==> src/rtl/muldiv_pkg.sv <==
// Shared definitions for the multi-cycle multiply/divide sequencer.
// The op codes are the same values the ALU decoder drives on alucontrol.
package muldiv_pkg;

  typedef enum logic [1:0] {
    IDLE = 2'd0,
    RUN  = 2'd1,
    DONE = 2'd2
  } state_t;

  localparam logic [3:0] ALU_MUL = 4'b0100;
  localparam logic [3:0] ALU_DIV = 4'b0101;

endpackage

==> src/rtl/muldiv_step.sv <==
// One iteration of the shift-add multiplier or the restoring divider.
// acc is the upper half (partial product / remainder), q the lower half (multiplier / quotient).
module muldiv_step
  import muldiv_pkg::*;
#(
  parameter int WIDTH = 32
) (
  input  logic             is_div,
  input  logic [WIDTH-1:0] acc,
  input  logic [WIDTH-1:0] q,
  input  logic [WIDTH-1:0] m,
  output logic [WIDTH-1:0] acc_nxt,
  output logic [WIDTH-1:0] q_nxt
);

  logic [WIDTH:0]   sum;
  logic [WIDTH:0]   shl;
  logic [WIDTH-1:0] diff;

  // NOTE: every output is given a default before any branch so no path can infer a latch.
  always_comb begin
    acc_nxt = acc;
    q_nxt   = q;
    sum     = {1'b0, acc} + (q[0] ? {1'b0, m} : '0);
    shl     = {acc, q[WIDTH-1]};
    // Only the low WIDTH bits are needed: the kept difference is always below the divisor.
    diff    = shl[WIDTH-1:0] - m;
    if (is_div) begin
      if (shl >= {1'b0, m}) begin
        acc_nxt = diff;
        q_nxt   = {q[WIDTH-2:0], 1'b1};
      end else begin
        acc_nxt = shl[WIDTH-1:0];
        q_nxt   = {q[WIDTH-2:0], 1'b0};
      end
    end else begin
      acc_nxt = sum[WIDTH:1];
      q_nxt   = {sum[0], q[WIDTH-1:1]};
    end
  end

endmodule

==> src/rtl/muldiv_seq.sv <==
// Multi-cycle MUL/DIV sequencer: one bit per clock, busy during RUN, done pulse with hi/lo.
// Optional MULDIV_EARLY_OUT_EN: a MUL leaves RUN once the remaining multiplier bits are zero.
module muldiv_seq
  import muldiv_pkg::*;
#(
  parameter int WIDTH = 32
) (
  input  logic             clk,
  input  logic             reset,
  input  logic             start,
  input  logic [3:0]       alucontrol,
  input  logic [WIDTH-1:0] a,
  input  logic [WIDTH-1:0] b,
  output logic             busy,
  output logic             done,
  output logic [WIDTH-1:0] hi,
  output logic [WIDTH-1:0] lo,
  output logic             div0
);

  localparam int CW = (WIDTH > 1) ? $clog2(WIDTH) : 1;
  localparam logic [CW-1:0] LAST = CW'(WIDTH - 1);

  state_t           state, state_nxt;
  logic [CW-1:0]    count;
  logic [WIDTH-1:0] acc, q, m;
  logic [WIDTH-1:0] acc_nxt, q_nxt;
  logic             op_div;
  logic             is_op, accept, div_zero, last_iter;
  logic [2*WIDTH-1:0] result;

  assign is_op    = (alucontrol == ALU_MUL) || (alucontrol == ALU_DIV);
  assign accept   = start && is_op && (state != RUN);
  assign div_zero = (alucontrol == ALU_DIV) && (b == '0);

  muldiv_step #(.WIDTH(WIDTH)) u_step (
    .is_div  (op_div),
    .acc     (acc),
    .q       (q),
    .m       (m),
    .acc_nxt (acc_nxt),
    .q_nxt   (q_nxt)
  );

`ifdef MULDIV_EARLY_OUT_EN
  logic [WIDTH-1:0] mb;
  logic [CW:0]      iters;
  logic [CW:0]      align;

  assign iters     = {1'b0, count} + 1'b1;
  assign align     = WIDTH[CW:0] - iters;
  assign last_iter = (count == LAST) || (!op_div && ((mb >> iters) == '0));
  // The skipped iterations would only shift right, so apply them in one step on exit.
  assign result    = {acc_nxt, q_nxt} >> align;

  always_ff @(posedge clk) begin
    if (reset) begin
      mb <= '0;
    end else if (accept) begin
      mb <= b;
    end
  end
`else
  assign last_iter = (count == LAST);
  assign result    = {acc_nxt, q_nxt};
`endif

  always_ff @(posedge clk) begin
    if (reset) begin
      state <= IDLE;
    end else begin
      state <= state_nxt;
    end
  end

  always_comb begin
    state_nxt = state;
    case (state)
      IDLE:    if (accept) state_nxt = div_zero ? DONE : RUN;
      RUN:     if (last_iter) state_nxt = DONE;
      DONE:    state_nxt = accept ? (div_zero ? DONE : RUN) : IDLE;
      default: state_nxt = IDLE;
    endcase
  end

  assign busy = (state == RUN);
  assign done = (state == DONE);

  // NOTE: sequential state uses non-blocking assignments so every register samples pre-edge values.
  always_ff @(posedge clk) begin
    if (reset) begin
      count  <= '0;
      acc    <= '0;
      q      <= '0;
      m      <= '0;
      op_div <= 1'b0;
      hi     <= '0;
      lo     <= '0;
      div0   <= 1'b0;
    end else if (state == RUN) begin
      acc <= acc_nxt;
      q   <= q_nxt;
      if (count != LAST) count <= count + 1'b1;
      if (last_iter) begin
        hi   <= op_div ? acc_nxt : result[2*WIDTH-1:WIDTH];
        lo   <= op_div ? q_nxt   : result[WIDTH-1:0];
        div0 <= 1'b0;
      end
    end else if (accept) begin
      count  <= '0;
      acc    <= '0;
      q      <= a;
      m      <= b;
      op_div <= (alucontrol == ALU_DIV);
      if (div_zero) begin
        hi   <= a;
        lo   <= '1;
        div0 <= 1'b1;
      end
    end
  end

endmodule

==> config.mk <==
export PLATFORM = sky130hd
export DESIGN_NAME = muldiv_seq
export DESIGN_NICKNAME = d
export VERILOG_FILES = /design/src/rtl/muldiv_pkg.sv /design/src/rtl/muldiv_step.sv /design/src/rtl/muldiv_seq.sv
export SDC_FILE = /design/constraint.sdc
export NUM_CORES = 1
export LEC_CHECK = 0
export BUFFER_PORTS_ARGS = -buffer_cell sky130_fd_sc_hd__buf_2
export CORE_UTILIZATION = 54
export DETAILED_ROUTE_END_ITERATION = 8
export GPL_TIMING_DRIVEN = 0
export PLACE_DENSITY = 0.78
export SYNTH_ARGS = -nofsm -noshare
export SYNTH_HDL_FRONTEND = slang
export SYNTH_SLANG_ARGS = --single-unit
==> constraint.sdc <==
create_clock -name clk -period 2.8 [get_ports clk]
set_clock_uncertainty 0.1 [all_clocks]
set_input_delay 0.14 -clock clk [delete_from_list [all_inputs] [get_ports clk]]
set_output_delay 0.14 -clock clk [all_outputs]
set_load 0.01 [all_outputs]
==> metrics.md, run 1 <==
| Metric | Value |
|---|---|
| DP Cell Count | `slightly below 2k` |
| EDFF count, synth | `0` |
| Core footprint | `approximately 20000 µm²` |
| DP HPWL | `between 30000 and 40000 µm` |
| Row cnt | `52` |
| Type of origin of the critical path | `flop` |
| Slew Limit Fails | `0` |
| Status | `complete, but fails checks` |
| Root Buffer | `clkbuf_16` |
| Post-synth top area share | `29.9%` |
| DRC | `0` |
| Post-Syn Instances | `about 1.5k` |
| Clock transition at path regs | `0.08 ns` |
| WL/cell | `around 23 µm` |
| Total GRT Usage | `approximately two fifths` |
| Slowest stage delay, CP | `~0.42 ns` |
| Async SR Flop Fraction | `0%` |
| Final Critical Period | `between 3 and 4 ns` |
| Proportion of layout cells with a drive suffix above 1 | `about a third` |
| Crit share post-route | `120%` |
| Worst vdd rail ir drop | `about 0.43 mV` |
| Routed via count | `roughly 14k` |
| Total congestion overflow | `0` |
| Setup TNS | `-24.69 ns` |
| DRT Pass-1 Iters | `8` |
| Worst Path Class, Setup | `flop to flop` |
| Critical Path AT | `~3.6 ns` |
| CP Max Fanout | `6` |
| Layout Nets | `between 1.5k and 2k` |
| First-pass GRT wire length | `68700 µm` |
| CTS HTree Levels | `4` |
| Clock latency at the later pin of the worst-skew pair | `~0.45 ns` |
| Clock Sinks | `169` |
| Setup violators final | `66` |
| IO buf count | `approximately 140` |
| Synthesized area per cell | `~7.5 µm²` |
| Synth-to-layout area growth | `42.9%` |
| Least-Margin Pin Slew | `between 1 and 1.5 ns` |
| Netlist Area Pre-Place | `11300 µm²` |
| CP Cell Sequence | `and2_4 > ha_4 > fa_2 > a21o_1 > a221oi_2 > a21oi_2 > nand4b_1 > buf_4 > a31oi_4 > nor2_2 > xor2_1 > o211ai_1 > a21oi_1` |
| PwrDens | `426 nW/µm²` |
| Warnings from Yosys | `0` |
| Vias in the first global route | `around 13k` |
| Worst setup margin | `-0.566 ns` |
| Failing checks | `negative setup slack` |
| Finished Layout Cells | `2102` |
| CTS tree | `done` |
| Routability Congestion | `0.972` |
| Slew HR | `roughly a quarter` |
| Max Cap Viol | `0` |
| Die extent in x | `about 150 µm` |
| Worst hold slack | `roughly 0.078 ns` |
| HP Class | `input port to flop` |
| Yosys cell types | `69` |
| Syn_nets | `~1.7k` |
| P_leak | `about 6.4 nW` |
| R2R setup slack | `-0.57 ns` |
| Final Hold Fails | `0` |
| DRT iter0 DRCs | `~1.5k` |
| Top cell type by total area after synthesis | `dfxtp_1` |
| Number of buffers on the longest clock path | `2` |
| Multi-input gate area | `between 8000 and 9000 µm²` |
| Synth cell count leaders | `234 x nand2_1, 169 x dfxtp_1, 142 x a21oi_1` |
| Die Ht | `between 100 and 150 µm` |
| Largest net degree at the start of global routing | `19` |
| Crit end category | `flop` |
| Initial Util | `approximately 55%` |
| CP Data Required Time | `between 2 and 3 ns` |
| Antenna diodes | `0` |
| Synth area leaders | `dfxtp_1 30%, nand2_1 7.8%, ha_1 7.3%, a21oi_1 6.3%, a211oi_1 5.7%` |
| Antenna-violating nets left | `0` |
| Layout fillers | `1356` |
| Register area | `between 3000 and 4000 µm²` |
| Commonest register cell after synthesis | `dfxtp_1` |
| Count leader, synth | `nand2_1` |
| CP max-delay cell | `dfxtp_4` |
| Via density | `roughly 6.7` |
| CTS Buf Count | `17` |
| Total wire length | `roughly 50000 µm` |
| RSZ-0062 raised after global routing | `true` |
| Initial antenna violation count | `0` |
| Synth Register Bits | `~170` |
| Full die area | `~22000 µm²` |
| I/O pin total | `approximately 140` |
| Register area share after synthesis | `29.9%` |
| Max Clk Rate | `between 200 and 300 MHz` |
worst paths after layout:
kind         depth (start not counted)               start              endpoint
min reg2reg                          2  m[24]$_SDFFE_PP0P_    m[24]$_SDFFE_PP0P_
min                                  4               reset   hi[30]$_SDFFE_PP0P_
max                                 13   q[0]$_SDFFE_PP0N_  acc[27]$_SDFFE_PP0N_
max reg2reg                         13   q[0]$_SDFFE_PP0N_  acc[27]$_SDFFE_PP0N_
logic make-up after synthesis:
family | after synthesis | synth area share [%]
adder cells (fa/ha/maj) | 68 | 7.64
flip-flops | 169 | 29.9
AND/OR/NAND/NOR | 577 | 23.4
XOR/XNOR | 44 | 3.40
multiplexers | 11 | 1.04
buffers and inverters | 157 | 5.44
AO/OA/AOI/OAI | 492 | 29.3
worst max-delay path: cells and delay by family, from the launching register on:
kind / cells / cell delay, ns
buffers and inverters: 1 / 0.21
AND/OR/NAND/NOR: 3 / 0.48
flip-flops: 1 / 0.42
AO/OA/AOI/OAI: 6 / 1.33
XOR/XNOR: 1 / 0.16
adder cells (fa/ha/maj): 2 / 0.49
cell type report:
type	instances	area share [%]
plain buffers	92	2.87
clock buffers	18	2.65
clock inverters	14	0.911
inverters	53	1.28
multi-input cells	1192	55.5
flip-flops and latches	169	21.4
well taps	270	2.09
repair buffers	294	13.3
flip-flops by register name, indices dropped and copies added (netlist names):
| signal | flops |
|---|---|
| acc | 32 |
| count | 5 |
| div0 | 1 |
| hi | 32 |
| lo | 32 |
| m | 32 |
| op_div | 1 |
| q | 32 |
| state | 2 |
what timing repair did:
item                                    CTS  global route
hold buffers                             65             0
hold endpoints to repair                 84             0
endpoints found under the setup margin  129            94
pin swaps                                78            93
setup buffers                            54            39
gates resized for setup                 206           220
cloned                                    4             0
placed cells by master (no fill, tap or decap), drive strengths merged, types with 13 or more instances in the layout:
| master | synthesis | layout |
|---|---|---|
| buf | 15 | 242 |
| nand2 | 235 | 235 |
| dfxtp | 169 | 169 |
| a21oi | 142 | 142 |
| nor2 | 132 | 132 |
| clkbuf | 89 | 97 |
| a211oi | 91 | 91 |
| and2 | 67 | 67 |
| ha | 66 | 66 |
| dlygate4sd3 | 0 | 65 |
| o21ai | 61 | 61 |
| inv | 52 | 59 |
| a311oi | 43 | 43 |
| a21o | 38 | 38 |
| nand3 | 38 | 38 |
| xnor2 | 26 | 26 |
| a31oi | 26 | 26 |
| nor3 | 24 | 24 |
| xor2 | 18 | 18 |
| o211ai | 16 | 16 |
| nand4 | 14 | 14 |
| nor2b | 13 | 13 |
stage by stage:
step | util [%] | worst slack (ns) | area, µm² | total power, W
floorplan | - | -0.115 | 11500 | 0.00321
global placement | 61.2 | -1.04 | 12500 | 0.00358
detailed placement | 61.2 | -1.14 | 12500 | 0.00359
CTS | 74.1 | -0.465 | 15100 | 0.00670
global route | 79.3 | -0.602 | 16200 | 0.00701
finish | 79.3 | -0.566 | 16200 | 0.00690
report_power, final:
part | switching, W | leakage, nW | internal [W]
clock | 0.00122 | 0.276 | 0.00119
combinational | 0.00112 | 4.77 | 0.000894
sequential | 0.0000411 | 1.39 | 0.00243
layer usage:
metal	vias to the layer above	global-route usage (%)	share of wire, %
li1	6133	-	-
met1	6418	50.8	36
met2	1153	67.0	44
met3	342	7.52	12
met4	0	23.2	7.3
met5	-	0	0
Power figures use the tool's default switching activity.
==> run 2: changes to the inputs <==
- CORE_MARGIN: not set -> 5
- SYNTH_HIERARCHICAL: not set -> 1
==> metrics.md, run 2 <==
| Metric | Value |
|---|---|
| Syn_nets | `1621 (-2.2%)` |
| Critical Path AT | `3.88 ns (+0.33 ns)` |
| Total GRT Usage | `33.9% (-7.1 points)` |
| Crit end category | `flop` |
| Count leader, synth | `nand2_1` |
| CP Cell Sequence | `buf_4 > and2_1 > ha_4 > o211ai_1 > o211ai_2 > a41oi_2 > a211oi_2 > a31o_2 > a41oi_2 > a21oi_2 > nor3_1 > a221oi_2 > nand2_1 > a21o_1 > o22ai_1` |
| Post-Syn Instances | `1482 (-2.4%)` |
| CP max-delay cell | `dfxtp_4` |
| R2R setup slack | `-0.81 ns (-0.24 ns)` |
| EDFF count, synth | `0 (unchanged)` |
| Total wire length | `44300 µm (-9.5%)` |
| Clock latency at the later pin of the worst-skew pair | `0.45 ns (about the same)` |
| Core footprint | `21000 µm² (+2.9%)` |
| Most frequent cells in the layout | `194 x nand2_1, 151 x buf_2, 134 x dfxtp_1, 116 x nor2_1, 101 x a21oi_1` |
| Compound-Gate Fraction of Synth Area | `23.6% (-5.7 points)` |
| Total congestion overflow | `0 (unchanged)` |
| Setup TNS | `-35.99 ns (-11.30 ns)` |
| Worst Path Class, Setup | `flop to flop` |
| Final Critical Period | `3.61 ns (+0.241 ns)` |
| DRC | `0 (unchanged)` |
| Number of buffers on the longest clock path | `2 (unchanged)` |
| Proportion of layout cells with a drive suffix above 1 | `31.3% (-0.52 points)` |
| IO buf count | `136 (-0.73%)` |
| Async SR Flop Fraction | `0% (unchanged)` |
| CTS HTree Levels | `4 (unchanged)` |
| Post-DP Area | `12700 µm² (+1.5%)` |
| Commonest register cell after synthesis | `dfxtp_1` |
| I/O pin total | `138 (unchanged)` |
| CP Data Required Time | `3.08 ns (+0.10 ns)` |
| Netlist Area Pre-Place | `11500 µm² (+1.7%)` |
| PwrDens | `420 nW/µm² (-1.4%)` |
| HP Class | `input port to flop` |
| Crit path from | `q[0]$_SDFFE_PP0N_` |
| DRT iter0 DRCs | `1631 (+10%)` |
| Worst r2r src | `q[0]$_SDFFE_PP0N_` |
| Synthesized area per cell | `7.78 µm² (+4.2%)` |
| Full die area | `24400 µm² (+13%)` |
| Post-Synth Adder-Cell Area | `7.51% (-0.13 points)` |
| Register area share after synthesis | `29.4% (-0.50 points)` |
| RSZ-0062 raised after global routing | `true` |
| Largest net degree at the start of global routing | `19 (unchanged)` |
| Routed via count | `13.0k (-7.5%)` |
| Least-Margin Pin Slew | `1.02 ns (-0.0825 ns)` |
| Worst setup margin | `-0.807 ns (-0.241 ns)` |
| Failing checks | `negative setup slack` |
| Slew Limit Fails | `0 (unchanged)` |
| DRT Pass-1 Iters | `6 (-2)` |
| Setup violators final | `66 (unchanged)` |
| Initial antenna violation count | `1 (+1)` |
| Synth Register Bits | `169 (unchanged)` |
| Warnings from Yosys | `6 (+6)` |
| P_leak | `6.62 nW (+2.9%)` |
| Row cnt | `53 (+1.9%)` |
| WL/cell | `21.4 µm (-8.1%)` |
| Final Util | `74.3% (-5.0 points)` |
| Max Clk Rate | `277 MHz (-6.7%)` |
| CTS Buf Count | `17 (unchanged)` |
| Post-synth top area share | `29.4% (-0.50 points)` |
| Largest family of logic cells by synthesized area | `simple AND/OR/NAND/NOR gates` |
| Worst vdd rail ir drop | `0.331 mV (-22%)` |
| Type of origin of the critical path | `flop` |
| Antenna-violating nets left | `0 (unchanged)` |
| Synth Area in Simple Gates | `23.7% (+0.31 points)` |
| CP Max Fanout | `10 (+4)` |
| Die Ht | `156 µm (+6.3%)` |
| Layout Nets | `1918 (-2.0%)` |
| Crit share post-route | `129% (+8.6 points)` |
| Commonest non-fill, non-tap cell in the layout | `nand2_1` |
| Slowest stage delay, CP | `0.38 ns (-0.04 ns)` |
| Post-synthesis mux area share | `6.10% (+5.1 points)` |
| Initial Util | `54.8% (-0.65 points)` |
| Hold Path Origin | `a[10]` |
| DP HPWL | `29700 µm (-5.6%)` |
| Routability Congestion | `0.963 (-0.83%)` |
| Status | `complete, but fails checks` |
| Clock Sinks | `169 (unchanged)` |
| Synth-to-layout area growth | `35.5%` |
| Clock transition at path regs | `0.07 ns (about the same)` |
| Slew HR | `32.0% (+5.5 points)` |
| Synth cell count leaders | `215 x nand2_1, 169 x dfxtp_1, 158 x a21oi_1` |
| Final instance area | `15600 µm² (-3.6%)` |
| First-pass GRT wire length | `66200 µm (-3.7%)` |
| XOR/XNOR Fraction of Synth Area | `4.18% (+0.78 points)` |
| Vias in the first global route | `12.4k (-3.4%)` |
| Root Buffer | `clkbuf_16` |
| Final Hold Fails | `0 (unchanged)` |
| Die extent in x | `156 µm (+6.3%)` |
| Max Cap Viol | `0 (unchanged)` |
| Via density | `6.28 (-6.0%)` |
| Most used cell, CP | `a41oi_2` |
| Top cell type by total area after synthesis | `dfxtp_1` |
| CTS tree | `done` |
| Yosys cell types | `78 (+13%)` |
| Synth area leaders | `dfxtp_1 29%, ha_1 7.2%, nand2_1 7.0%, a21oi_1 6.9%, a21o_1 4.1%` |
run 2: timing repair:
action	4_1_cts	5_1_grt
pin swaps	50	69
resized for setup	155	119
hold buffers	65	0
setup buffers	54	25
setup endpoints to repair	66	92
cloned	6	0
endpoints found under the hold margin	90	0
run 2: power by group:
part	total (W)	leakage [nW]	switching, W	internal, W
logic	0.00170	4.95	0.000881	0.000822
clock network	0.00238	0.284	0.00116	0.00122
registers	0.00247	1.38	0.0000345	0.00244
total	0.00656	6.62	0.00208	0.00448
run 2: area by class of cell:
cell class | count | area (µm²)
antenna | 3 | 7.51
buffer | 96 | 490
clock buffer | 18 | 439
clock inverter | 14 | 153
fill | 1454 | 5400
inverter | 50 | 190
multi-input combinational | 1162 | 8440
sequential | 169 | 3440
tap | 275 | 344
timing repair buffer | 283 | 2120
run 2: cell families after synthesis:
family,count (synthesis)
AO/OA/AOI/OAI,415
AND/OR/NAND/NOR,557
flip-flops,169
multiplexers,66
adder cells (fa/ha/maj),68
buffers and inverters,152
XOR/XNOR,55
run 2: stage by stage:
stage / hold slack [ns] / cells / setup slack (ns) / power [W]
floorplan: 0.168 / 1482 / -0.452 / 0.00321
global placement: 0.300 / 1893 / -1.15 / 0.00353
detailed placement: 0.299 / 1893 / -1.15 / 0.00353
CTS: 0.00417 / 2044 / -0.764 / 0.00635
global route: 0.0305 / 2068 / -0.919 / 0.00672
finish: 0.0210 / 2070 / -0.807 / 0.00656
run 2: routing by layer:
metal	GRT usage [%]	part of all wire [%]	wire, µm
met4	15.2	5.4	2410
met5	0	0	0
met2	56.4	46	20500
met3	6.96	9.5	4190
met1	42.4	39	17200
run 2: worst max-delay path, delay by kind of cell, from the launching register on:
kind / cells / cell delay (ns)
AOI/OAI and AO/OA: 10 / 2.17
buffers and inverters: 1 / 0.19
and+or+nand+nor: 3 / 0.37
DFF: 1 / 0.38
adders and majority gates: 1 / 0.31
run 2: path summary, 6_finish.rpt:
path	end	cells past startpoint
setup / recovery	hi[30]$_SDFFE_PP0P_	15
hold / removal	hi[10]$_SDFFE_PP0P_	4
setup reg to reg	hi[30]$_SDFFE_PP0P_	15
hold reg to reg	m[4]$_SDFFE_PP0P_	2
